### config.mk
export PLATFORM = sky130hd
export DESIGN_NAME = multicycle_control_fsm
export DESIGN_NICKNAME = d
export VERILOG_FILES = /design/src/rtl/ctrl_pkg.sv /design/src/rtl/alu_decoder.sv /design/src/rtl/multicycle_control_fsm.sv
export SDC_FILE = /design/constraint.sdc
export NUM_CORES = 1
export LEC_CHECK = 0
export CORE_MARGIN = 4
export CORE_UTILIZATION = 54
export CTS_CLUSTER_SIZE = 28
export DETAILED_ROUTE_END_ITERATION = 6
export GPL_TIMING_DRIVEN = 1
export PLACE_DENSITY = 0.87
export SYNTH_ARGS = -nofsm -noshare
export SYNTH_HDL_FRONTEND = slang
export SYNTH_HIERARCHICAL = 1
export SYNTH_SLANG_ARGS = --single-unit
### constraint.sdc
create_clock -name clk -period 5.5 [get_ports clk]
set_clock_uncertainty 0.05 [all_clocks]
set_input_delay 1.1 -clock clk [delete_from_list [all_inputs] [get_ports clk]]
set_output_delay 1.1 -clock clk [all_outputs]
set_load 0.02 [all_outputs]
### src/rtl/ctrl_pkg.sv
// Shared types and encodings for the multicycle RV32I control sequencer.
// Holds the FSM state enum, the RV32I major opcodes the sequencer decodes,
// the ALU operation codes, the ALU operation classes understood by
// alu_decoder, and the datapath mux-select encodings.
package ctrl_pkg;

    typedef enum logic [4:0] {
        S_FETCH,
        S_FWAIT,
        S_DECODE,
        S_EXEC_R,
        S_EXEC_I,
        S_EXEC_LUI,
        S_EXEC_AUIPC,
        S_ALU_WB,
        S_MEM_ADDR,
        S_MEM_READ,
        S_MRWAIT,
        S_MEM_WB,
        S_MEM_WRITE,
        S_BRANCH,
        S_EXEC_JALR,
        S_JUMP,
        S_HALT
    } state_t;

    typedef enum logic [3:0] {
        ALU_ADD  = 4'd0,
        ALU_SUB  = 4'd1,
        ALU_SLL  = 4'd2,
        ALU_SLT  = 4'd3,
        ALU_SLTU = 4'd4,
        ALU_XOR  = 4'd5,
        ALU_SRL  = 4'd6,
        ALU_SRA  = 4'd7,
        ALU_OR   = 4'd8,
        ALU_AND  = 4'd9
    } alu_ctrl_t;

    // ADD/SUB force the operation; FUNCT derives it from funct3/funct7_5.
    typedef enum logic [1:0] {
        ALU_CLS_ADD   = 2'd0,
        ALU_CLS_SUB   = 2'd1,
        ALU_CLS_FUNCT = 2'd2
    } alu_class_t;

    typedef enum logic [1:0] {
        SRC_A_PC     = 2'd0,
        SRC_A_OLD_PC = 2'd1,
        SRC_A_RS1    = 2'd2,
        SRC_A_ZERO   = 2'd3
    } src_a_t;

    typedef enum logic [1:0] {
        SRC_B_RS2  = 2'd0,
        SRC_B_IMM  = 2'd1,
        SRC_B_FOUR = 2'd2
    } src_b_t;

    typedef enum logic [1:0] {
        RES_ALU_OUT    = 2'd0,
        RES_MEM_DATA   = 2'd1,
        RES_ALU_RESULT = 2'd2
    } result_src_t;

    localparam logic [6:0] OP_R      = 7'b0110011;
    localparam logic [6:0] OP_I      = 7'b0010011;
    localparam logic [6:0] OP_LOAD   = 7'b0000011;
    localparam logic [6:0] OP_STORE  = 7'b0100011;
    localparam logic [6:0] OP_BRANCH = 7'b1100011;
    localparam logic [6:0] OP_JAL    = 7'b1101111;
    localparam logic [6:0] OP_JALR   = 7'b1100111;
    localparam logic [6:0] OP_LUI    = 7'b0110111;
    localparam logic [6:0] OP_AUIPC  = 7'b0010111;
    localparam logic [6:0] OP_FENCE  = 7'b0001111;
    localparam logic [6:0] OP_SYSTEM = 7'b1110011;

endpackage

### src/rtl/alu_decoder.sv
// Combinational ALU operation decoder.
// Ports:
//   alu_class  in  2  ALU_CLS_ADD / ALU_CLS_SUB / ALU_CLS_FUNCT
//   funct3     in  3  instruction[14:12]
//   funct7_5   in  1  instruction[30], already masked by the caller for I-type
//   alu_ctrl   out 4  ALU operation code
module alu_decoder
    import ctrl_pkg::*;
(
    input  logic [1:0] alu_class,
    input  logic [2:0] funct3,
    input  logic       funct7_5,
    output logic [3:0] alu_ctrl
);

    always_comb begin
        alu_ctrl = ALU_ADD;
        case (alu_class)
            ALU_CLS_SUB: alu_ctrl = ALU_SUB;
            ALU_CLS_FUNCT: begin
                case (funct3)
                    3'b000:  alu_ctrl = funct7_5 ? ALU_SUB : ALU_ADD;
                    3'b001:  alu_ctrl = ALU_SLL;
                    3'b010:  alu_ctrl = ALU_SLT;
                    3'b011:  alu_ctrl = ALU_SLTU;
                    3'b100:  alu_ctrl = ALU_XOR;
                    3'b101:  alu_ctrl = funct7_5 ? ALU_SRA : ALU_SRL;
                    3'b110:  alu_ctrl = ALU_OR;
                    default: alu_ctrl = ALU_AND;
                endcase
            end
            default: alu_ctrl = ALU_ADD;
        endcase
    end

endmodule

### src/rtl/multicycle_control_fsm.sv
// Main sequencer of the multicycle RV32I core. Walks each instruction
// through fetch / decode / execute / memory / writeback and drives every
// enable and mux select of the shared datapath, counts retired instructions
// and halts on SYSTEM or unknown opcodes.
// Parameters: MEM_LATENCY (1..4) read latency in cycles, CNT_WIDTH instret width.
// Ports:
//   clk, reset (async, active high)
//   opcode/funct3/funct7_5 : IR fields;  branch_cond : comparator result
//   pc_write_en, old_pc_write_en, ir_write_en, register_write_en,
//   memory_write_en, mem_read_en : datapath enables
//   adr_src, pc_src, alu_src_a, alu_src_b, alu_ctrl, result_src : mux selects
//   illegal, halted : sticky halt flags;  instret : retired-instruction count
module multicycle_control_fsm
    import ctrl_pkg::*;
#(
    parameter int MEM_LATENCY = 1,
    parameter int CNT_WIDTH   = 32
) (
    input  logic                 clk,
    input  logic                 reset,
    input  logic [6:0]           opcode,
    input  logic [2:0]           funct3,
    input  logic                 funct7_5,
    input  logic                 branch_cond,
    output logic                 pc_write_en,
    output logic                 old_pc_write_en,
    output logic                 ir_write_en,
    output logic                 register_write_en,
    output logic                 memory_write_en,
    output logic                 mem_read_en,
    output logic                 adr_src,
    output logic                 pc_src,
    output logic [1:0]           alu_src_a,
    output logic [1:0]           alu_src_b,
    output logic [3:0]           alu_ctrl,
    output logic [1:0]           result_src,
    output logic                 illegal,
    output logic                 halted,
    output logic [CNT_WIDTH-1:0] instret
);

    // Wait-state down-counter: loaded with MEM_LATENCY-1, last cycle at zero.
    localparam int                WAIT_W    = 2;
    localparam logic [WAIT_W-1:0] WAIT_INIT = WAIT_W'(MEM_LATENCY - 1);

    state_t                state_q,   state_d;
    logic [WAIT_W-1:0]     wait_q,    wait_d;
    logic [CNT_WIDTH-1:0]  instret_q, instret_d;
    logic                  illegal_q, illegal_d;
    logic                  halted_q,  halted_d;

    alu_class_t            alu_class;
    logic                  funct7_eff;
    logic                  retire;

    alu_decoder u_alu_decoder (
        .alu_class (alu_class),
        .funct3    (funct3),
        .funct7_5  (funct7_eff),
        .alu_ctrl  (alu_ctrl)
    );

    always_comb begin
        // NOTE: every signal written here gets a default first, so no path
        // through the case statements can leave one unassigned and infer a latch.
        state_d           = state_q;
        wait_d            = wait_q;
        instret_d         = instret_q;
        illegal_d         = illegal_q;
        halted_d          = halted_q;
        retire            = 1'b0;
        alu_class         = ALU_CLS_ADD;
        funct7_eff        = 1'b0;
        pc_write_en       = 1'b0;
        old_pc_write_en   = 1'b0;
        ir_write_en       = 1'b0;
        register_write_en = 1'b0;
        memory_write_en   = 1'b0;
        mem_read_en       = 1'b0;
        adr_src           = 1'b0;
        pc_src            = 1'b0;
        alu_src_a         = SRC_A_PC;
        alu_src_b         = SRC_B_RS2;
        result_src        = RES_ALU_OUT;

        case (state_q)
            S_FETCH: begin
                mem_read_en = 1'b1;
                wait_d      = WAIT_INIT;
                state_d     = S_FWAIT;
            end
            S_FWAIT: begin
                if (wait_q == '0) begin
                    // Data is valid now: capture IR, remember this PC, advance PC by 4.
                    ir_write_en     = 1'b1;
                    old_pc_write_en = 1'b1;
                    pc_write_en     = 1'b1;
                    alu_src_b       = SRC_B_FOUR;
                    state_d         = S_DECODE;
                end else begin
                    wait_d = wait_q - WAIT_W'(1);
                end
            end
            S_DECODE: begin
                // Precompute old_pc + imm so branch/JAL targets sit in alu_out.
                alu_src_a = SRC_A_OLD_PC;
                alu_src_b = SRC_B_IMM;
                case (opcode)
                    OP_R:               state_d = S_EXEC_R;
                    OP_I:               state_d = S_EXEC_I;
                    OP_LOAD, OP_STORE:  state_d = S_MEM_ADDR;
                    OP_BRANCH:          state_d = S_BRANCH;
                    OP_JAL:             state_d = S_JUMP;
                    OP_JALR:            state_d = S_EXEC_JALR;
                    OP_LUI:             state_d = S_EXEC_LUI;
                    OP_AUIPC:           state_d = S_EXEC_AUIPC;
                    OP_FENCE: begin
                        retire  = 1'b1;
                        state_d = S_FETCH;
                    end
                    OP_SYSTEM: begin
                        halted_d = 1'b1;
                        state_d  = S_HALT;
                    end
                    default: begin
                        halted_d  = 1'b1;
                        illegal_d = 1'b1;
                        state_d   = S_HALT;
                    end
                endcase
            end
            S_EXEC_R: begin
                alu_src_a  = SRC_A_RS1;
                alu_src_b  = SRC_B_RS2;
                alu_class  = ALU_CLS_FUNCT;
                funct7_eff = funct7_5;
                state_d    = S_ALU_WB;
            end
            S_EXEC_I: begin
                alu_src_a  = SRC_A_RS1;
                alu_src_b  = SRC_B_IMM;
                alu_class  = ALU_CLS_FUNCT;
                // Bit 30 is part of the immediate except for SRAI/SRLI.
                funct7_eff = funct7_5 & (funct3 == 3'b101);
                state_d    = S_ALU_WB;
            end
            S_EXEC_LUI: begin
                alu_src_a = SRC_A_ZERO;
                alu_src_b = SRC_B_IMM;
                state_d   = S_ALU_WB;
            end
            S_EXEC_AUIPC: begin
                alu_src_a = SRC_A_OLD_PC;
                alu_src_b = SRC_B_IMM;
                state_d   = S_ALU_WB;
            end
            S_ALU_WB: begin
                register_write_en = 1'b1;
                result_src        = RES_ALU_OUT;
                retire            = 1'b1;
                state_d           = S_FETCH;
            end
            S_MEM_ADDR: begin
                alu_src_a = SRC_A_RS1;
                alu_src_b = SRC_B_IMM;
                state_d   = (opcode == OP_LOAD) ? S_MEM_READ : S_MEM_WRITE;
            end
            S_MEM_READ: begin
                mem_read_en = 1'b1;
                adr_src     = 1'b1;
                wait_d      = WAIT_INIT;
                state_d     = S_MRWAIT;
            end
            S_MRWAIT: begin
                if (wait_q == '0) begin
                    state_d = S_MEM_WB;
                end else begin
                    wait_d = wait_q - WAIT_W'(1);
                end
            end
            S_MEM_WB: begin
                register_write_en = 1'b1;
                result_src        = RES_MEM_DATA;
                retire            = 1'b1;
                state_d           = S_FETCH;
            end
            S_MEM_WRITE: begin
                memory_write_en = 1'b1;
                adr_src         = 1'b1;
                retire          = 1'b1;
                state_d         = S_FETCH;
            end
            S_BRANCH: begin
                alu_src_a   = SRC_A_RS1;
                alu_src_b   = SRC_B_RS2;
                alu_class   = ALU_CLS_SUB;
                pc_write_en = branch_cond;
                pc_src      = 1'b1;
                retire      = 1'b1;
                state_d     = S_FETCH;
            end
            S_EXEC_JALR: begin
                alu_src_a = SRC_A_RS1;
                alu_src_b = SRC_B_IMM;
                state_d   = S_JUMP;
            end
            S_JUMP: begin
                // Link value old_pc+4 goes to rd while the target in alu_out loads PC.
                alu_src_a         = SRC_A_OLD_PC;
                alu_src_b         = SRC_B_FOUR;
                register_write_en = 1'b1;
                result_src        = RES_ALU_RESULT;
                pc_write_en       = 1'b1;
                pc_src            = 1'b1;
                retire            = 1'b1;
                state_d           = S_FETCH;
            end
            S_HALT: state_d = S_HALT;
            default: begin
                halted_d = 1'b1;
                state_d  = S_HALT;
            end
        endcase

        if (retire) begin
            instret_d = instret_q + CNT_WIDTH'(1);
        end

        // Reset is asynchronous, so the enables must drop the moment it rises,
        // not at the next clock edge.
        if (reset) begin
            pc_write_en       = 1'b0;
            old_pc_write_en   = 1'b0;
            ir_write_en       = 1'b0;
            register_write_en = 1'b0;
            memory_write_en   = 1'b0;
            mem_read_en       = 1'b0;
        end
    end

    always_ff @(posedge clk or posedge reset) begin
        if (reset) begin
            state_q   <= S_FETCH;
            wait_q    <= '0;
            instret_q <= '0;
            illegal_q <= 1'b0;
            halted_q  <= 1'b0;
        end else begin
            // NOTE: non-blocking assignments so every flop samples the values
            // from before this edge, independent of statement order.
            state_q   <= state_d;
            wait_q    <= wait_d;
            instret_q <= instret_d;
            illegal_q <= illegal_d;
            halted_q  <= halted_d;
        end
    end

    assign instret = instret_q;
    assign illegal = illegal_q;
    assign halted  = halted_q;

endmodule

; Word level (Yosys, flattened, before mapping)
; Cells that the tools add are included.
[totals]
reg_bits = 41
output_inout_bits = 52
[op_classes]
n_addsub = 2
n_eq_ne = 39
muxes = 34
bitwise_logic = 3
reduce_logical = 23
[ops]
columns = op, n
row1 = one-hot mux 5 bit (9 select lines), 2
row2 = == test 5 x 4 -> 1 bit (second input constant), 8
row3 = adder 32 x 1 -> 32 bit (second input constant), 1
row4 = == test 7 bit (second input constant), 4
row5 = one-hot mux 4 bit (7 select lines), 1
row6 = == test 7 x 6 -> 1 bit (second input constant), 3
row7 = == test 5 x 3 -> 1 bit (second input constant), 4
row8 = 2-to-1 mux 1 bit, 16
row9 = OR reduction 16 bit, 1
row10 = == test 7 x 5 -> 1 bit (second input constant), 2
row11 = one-hot mux 2 bit (2 select lines), 3
row12 = one-hot mux 2 bit (3 select lines), 2
row13 = OR reduction 2 bit, 6
row14 = OR reduction 11 bit, 1
row15 = == test 5 x 2 -> 1 bit (second input constant), 2
row16 = 2-to-1 mux 5 bit, 2
row17 = OR reduction 10 bit, 1
row18 = OR reduction 5 bit, 2
row19 = == test 3 bit (second input constant), 3
row20 = != test 2 bit (second input constant), 4
row21 = one-hot mux 4 bit (2 select lines), 1
row22 = AND reduction 2 bit, 4
row23 = == test 7 x 2 -> 1 bit (second input constant), 1
row24 = == test 7 x 4 -> 1 bit (second input constant), 1
row25 = other kinds (20), 26

; Longest topological paths before layout
[depth]
ltp_word = 6
depth_mapped = 8

; Hierarchy
; Netlist, hierarchy kept.
[modules_own_cells]
columns = mod, n_inst, cells_each, area_each_um2, seq_area_each_um2
row1 = multicycle_control_fsm, 1, 294, 2586.2, 1026.0
row2 = alu_decoder, 1, 19, 117.6, 0.0

; Worst setup path after synthesis
; No wires, ideal clock.
[synth_timing]
path_type = reg2out
start = reg state_q[2]
end = out alu_ctrl[0]
arrival_ps = 2413
required_ps = 4350
path_slack_ps = 1937
stages_incl_launch_ff = 9
n_path_buf = 2
cell_sequence = dfrtp_1 > clkbuf_1 > clkbuf_1 > o22ai_1 > and2_1 > ha_1 > nand2b_1 > or3_1 > o22ai_1
[synth_between]
elab_chain_cells = 5
elab_cells_between_ends = 12
classes_between = eq/ne: 5 / mux: 6 / reduce/logical: 1
[synth_rtl]
columns = element, line
row1 = "start, declared", multicycle_control_fsm.sv:46  ; state_t state_q, state_d;
row2 = "start signal, assigned", multicycle_control_fsm.sv:251  ; state_q <= state_d;
row3 = == test 5 x 3 -> 1 bit / == test 5 x 2 -> 1 bit (equally long branches), multicycle_control_fsm.sv:86  ; case (state_q)
row4 = OR reduction 2 bit (no line), -
row5 = one-hot mux 2 bit (2 select lines) *, multicycle_control_fsm.sv:86
row6 = net alu_class[1], multicycle_control_fsm.sv:52  ; alu_class_t alu_class;
row7 = == test 2 bit / == test 2 x 1 -> 1 bit (equally long branches), alu_decoder.sv:18  ; case (alu_class)
row8 = one-hot mux 4 bit (2 select lines) *, alu_decoder.sv:18
row9 = "end, declared", multicycle_control_fsm.sv:35  ; output logic [3:0] alu_ctrl,
; The timed path passes the listed nets; every way through them passes the cells marked *.

; Final worst setup path
; Ends and elaborated chain as after synthesis.

==> impl_results.md <==
- Status: completed
- I/O pin count: 66
- Clk sinks: 41
- Diodes inserted: 0
- # Post-CTS Setup Buffers: 0
- Reg-to-reg setup timing slack: roughly 2.8 ns
- Slowest cell on the critical path: dfrtp_1
- Crit-path cells: nand2_1 > nor3_1 > inv_1 > ha_1 > nand2b_1 > or3_1 > o22ai_1 > clkdlybuf4s50_1
- Final hold viol count: 0
- Worst r2r path cells: 6
- Drt pass-1 iters: 4
- DRC marker count from the first detailed-route iteration: 190
- Final period utilization: between 80% and 90%
- Max Buffers Root-to-Sink: 2
- I/O Buffers: 65
- Max Used Layer: met4
- Vias in the first global route: 2375
- Synthesized instance count: 313
- Met2 WL: roughly 3000 um
- Count of pins over their slew limit: 0
- Gr ovfl total: 0
- TritonCTS clock tree: built
- Pwr dens: ~150 nW/um^2
- Hold Crit Class: register to register
- Cts bufs inserted: 5
- Setup TNS: 0 ns
- Die Ht: just under 80 um
- Delay of the slowest critical-path stage: 0.80 ns
- Max Cap Viol: 0
- Fmax: 0.2198 GHz
- Yosys top cell area share: 37.95%
- Warnings from Yosys: 6
- Largest area contributor in the netlist: dfrtp_1
- Worst path arrival time: 3.40 ns
- Worst slew margin: 51.76%
- Largest net degree at the start of global routing: 42
- WL/cell: ~15 um
- Clock slew at reported path FFs: about 0.07 ns
- Crit path required time: 4.35 ns
- DRC violations left: 0
- Post-synth EDFFs: 0
- Critical Path End Type: output pin
- Crit-path leading delay family: simple AND/OR/NAND/NOR gates
- Share of cells above drive strength 1: 4.384%
- Insertion delay of the later-clocked pin in the worst-skew pair: around 0.29 ns
- Crit Reg-Reg Endpoint: instret[21]
- Fin nets: 384
- Syn nets: ~330
- Worst-path maximum fanout: 23
- Metal-1 WL: 2978 um
- Final setup violation count: 0
- Synthesis-to-layout area growth: 26.47%
- Crit path kind: register to output pin
- DIE WIDTH: between 70 and 80 um
- Htree depth: 2
- FP Rows: 25
- RSZ-0062 raised after global routing: no
- Final WL: about 6400 um
- Worst setup SP type: register
- Dpl hpwl: 4554 um
- Crit path buffers/inverters: 2
- Post-synth ARST share: 100.0%
- Worst-Margin Slew: 0.7236 ns
- Crit path time final: 4.549 ns
- Core ar.: 4786 sq um
- Synth unique cells: 52
- Pleak: 1.425 nW
- First-pass GRT wire length: 10960 um
- CTS root buf: clkbuf_8
- WHS Endpoint: instret[31]
- Cts hold-fix bufs: 0
- Worst r2r src: state_q[2]
- Die area: roughly 6200 sq um
- Avg Cell Area, Syn: 8.638 sq um
- Routability cong.: around 0.86
- Post-DRT Antenna Nets: 0
- Initial antenna violation count: 0
- Via density per instance: about 5.6
- Total GRT Usage: between 20% and 30%
- Final setup margin: around 0.95 ns
- Top cells by area, synth: dfrtp_1, xor2_1, nand2_1
- #FFs+latches synth: between 40 and 50
- Synthesized area: around 2700 sq um
- Seq/Total Area, Yosys: 37.95%
- Met3 routed WL: between 300 and 400 um
- Post_cts resized: 0
- Max VDD drop: 0.1706 mV
- Min-Delay Path Depth: 1
- Pre-CTS setup slack: around 1.1 ns
- Starting Density: 56.50%
- Synth Flop Type: dfrtp_1
- HP Start: instret[31]
- Via count: 2437
how the worst max path moves through the flow:
| stage | end | depth (start not counted) | startpoint | slack (ns) |
|---|---|---|---|---|
| global placement | alu_ctrl[0] | 8 | funct3[1] | 1.11 |
| detailed placement | alu_ctrl[0] | 8 | funct3[1] | 1.06 |
| global route | alu_ctrl[0] | 8 | state_q[2] | 0.68 |
| finish | alu_ctrl[0] | 8 | state_q[2] | 0.95 |
| CTS | alu_ctrl[0] | 8 | state_q[2] | 0.97 |
| floorplan | alu_ctrl[0] | 8 | state_q[2] | 1.94 |
cells by family (layout without fill, tap and decap cells):
kind of cell | count (synthesis) | after routing | share of synthesized area, %
DFF | 41 | 41 | 37.95
buffers and inverters | 34 | 86 | 5.784
xor gates and xnor gates | 34 | 34 | 11.01
AOI/OAI and AO/OA | 42 | 42 | 10.41
and+or+nand+nor | 155 | 155 | 31.84
muxes | 3 | 3 | 1.157
adders and majority gates | 4 | 4 | 1.851
power by group:
part	total, mW	internal (mW)	leakage (nW)	switching (mW)
Clock	0.176	0.0834	0.0399	0.0931
Combinational	0.0432	0.0194	0.833	0.0238
Sequential	0.307	0.303	0.552	0.00412
Total	0.527	0.406	1.42	0.121
synth_stat cells (3+ instances only):
cell type  number
buf_6           3
and2_1          3
nand3_1        14
nand4_1         8
nor4b_1         3
clkbuf_1       13
nor2_1         26
nand2b_1       10
xnor2_1         6
nor2b_1         5
a21oi_1         8
nor4b_2         3
or3_1           4
nand2_1        28
o21ai_0        10
inv_1          13
ha_1            4
or4_1           4
nor3_1         21
o21a_1          3
o22ai_1         4
dfrtp_1        41
nor4_1         13
xor2_1         28
per-layer routing:
layer  track usage, %  up-vias
li1                 -     1212
met1            29.59     1157
met2            34.47       64
met3            5.556        4
met4            5.245        0
met5                0        -
sequential cells by signal, summed over array words and instances, names as in the netlist:
name,flops
state_q,5
instret,32
wait_q,2
illegal,1
halted,1
metrics by stage:
step	area, sq um	utilization [%]	total power, mW	hold slack (ns)	cells
3_3_place_gp	3346	69.91	0.3557	0.4054	426
3_5_place_dp	3346	69.91	0.3565	0.4109	426
4_1_cts	3420	71.45	0.5334	0.4252	432
2_1_floorplan	2704	-	0.3355	0.3998	313
5_1_grt	3420	71.45	0.5497	0.4610	432
6_report	3420	71.45	0.5271	0.4188	432
cell type report:
type | instances | area, sq um
fillers | 367 | 1366
flip-flops and latches | 41 | 1026
clock buffers | 5 | 68.82
inverters | 13 | 48.80
well taps | 67 | 83.83
multi-input cells | 238 | 1521
clock inverters | 1 | 5.005
repair buffers | 67 | 665.6
placed cells by master (no fill, tap or decap), types with 3 or more instances in the layout:
| cell type | netlist | layout |
|---|---|---|
| nor4b_1 | 3 | 3 |
| nor2b_1 | 5 | 5 |
| clkbuf_8 | 0 | 5 |
| dfrtp_1 | 41 | 41 |
| nor3_1 | 21 | 21 |
| inv_1 | 13 | 13 |
| or3_1 | 4 | 4 |
| nor2_1 | 26 | 26 |
| nand4_1 | 8 | 8 |
| a21oi_1 | 8 | 8 |
| nand2b_1 | 10 | 10 |
| o22ai_1 | 4 | 4 |
| and2_1 | 3 | 3 |
| nand2_1 | 28 | 28 |
| o21a_1 | 3 | 3 |
| nand3_1 | 14 | 14 |
| ha_1 | 4 | 4 |
| nor4_1 | 13 | 13 |
| nor4b_2 | 3 | 3 |
| or4_1 | 4 | 4 |
| xnor2_1 | 6 | 6 |
| o21ai_0 | 10 | 10 |
| clkdlybuf4s50_1 | 0 | 65 |
| xor2_1 | 28 | 28 |
(Power assumes the default switching activity.)
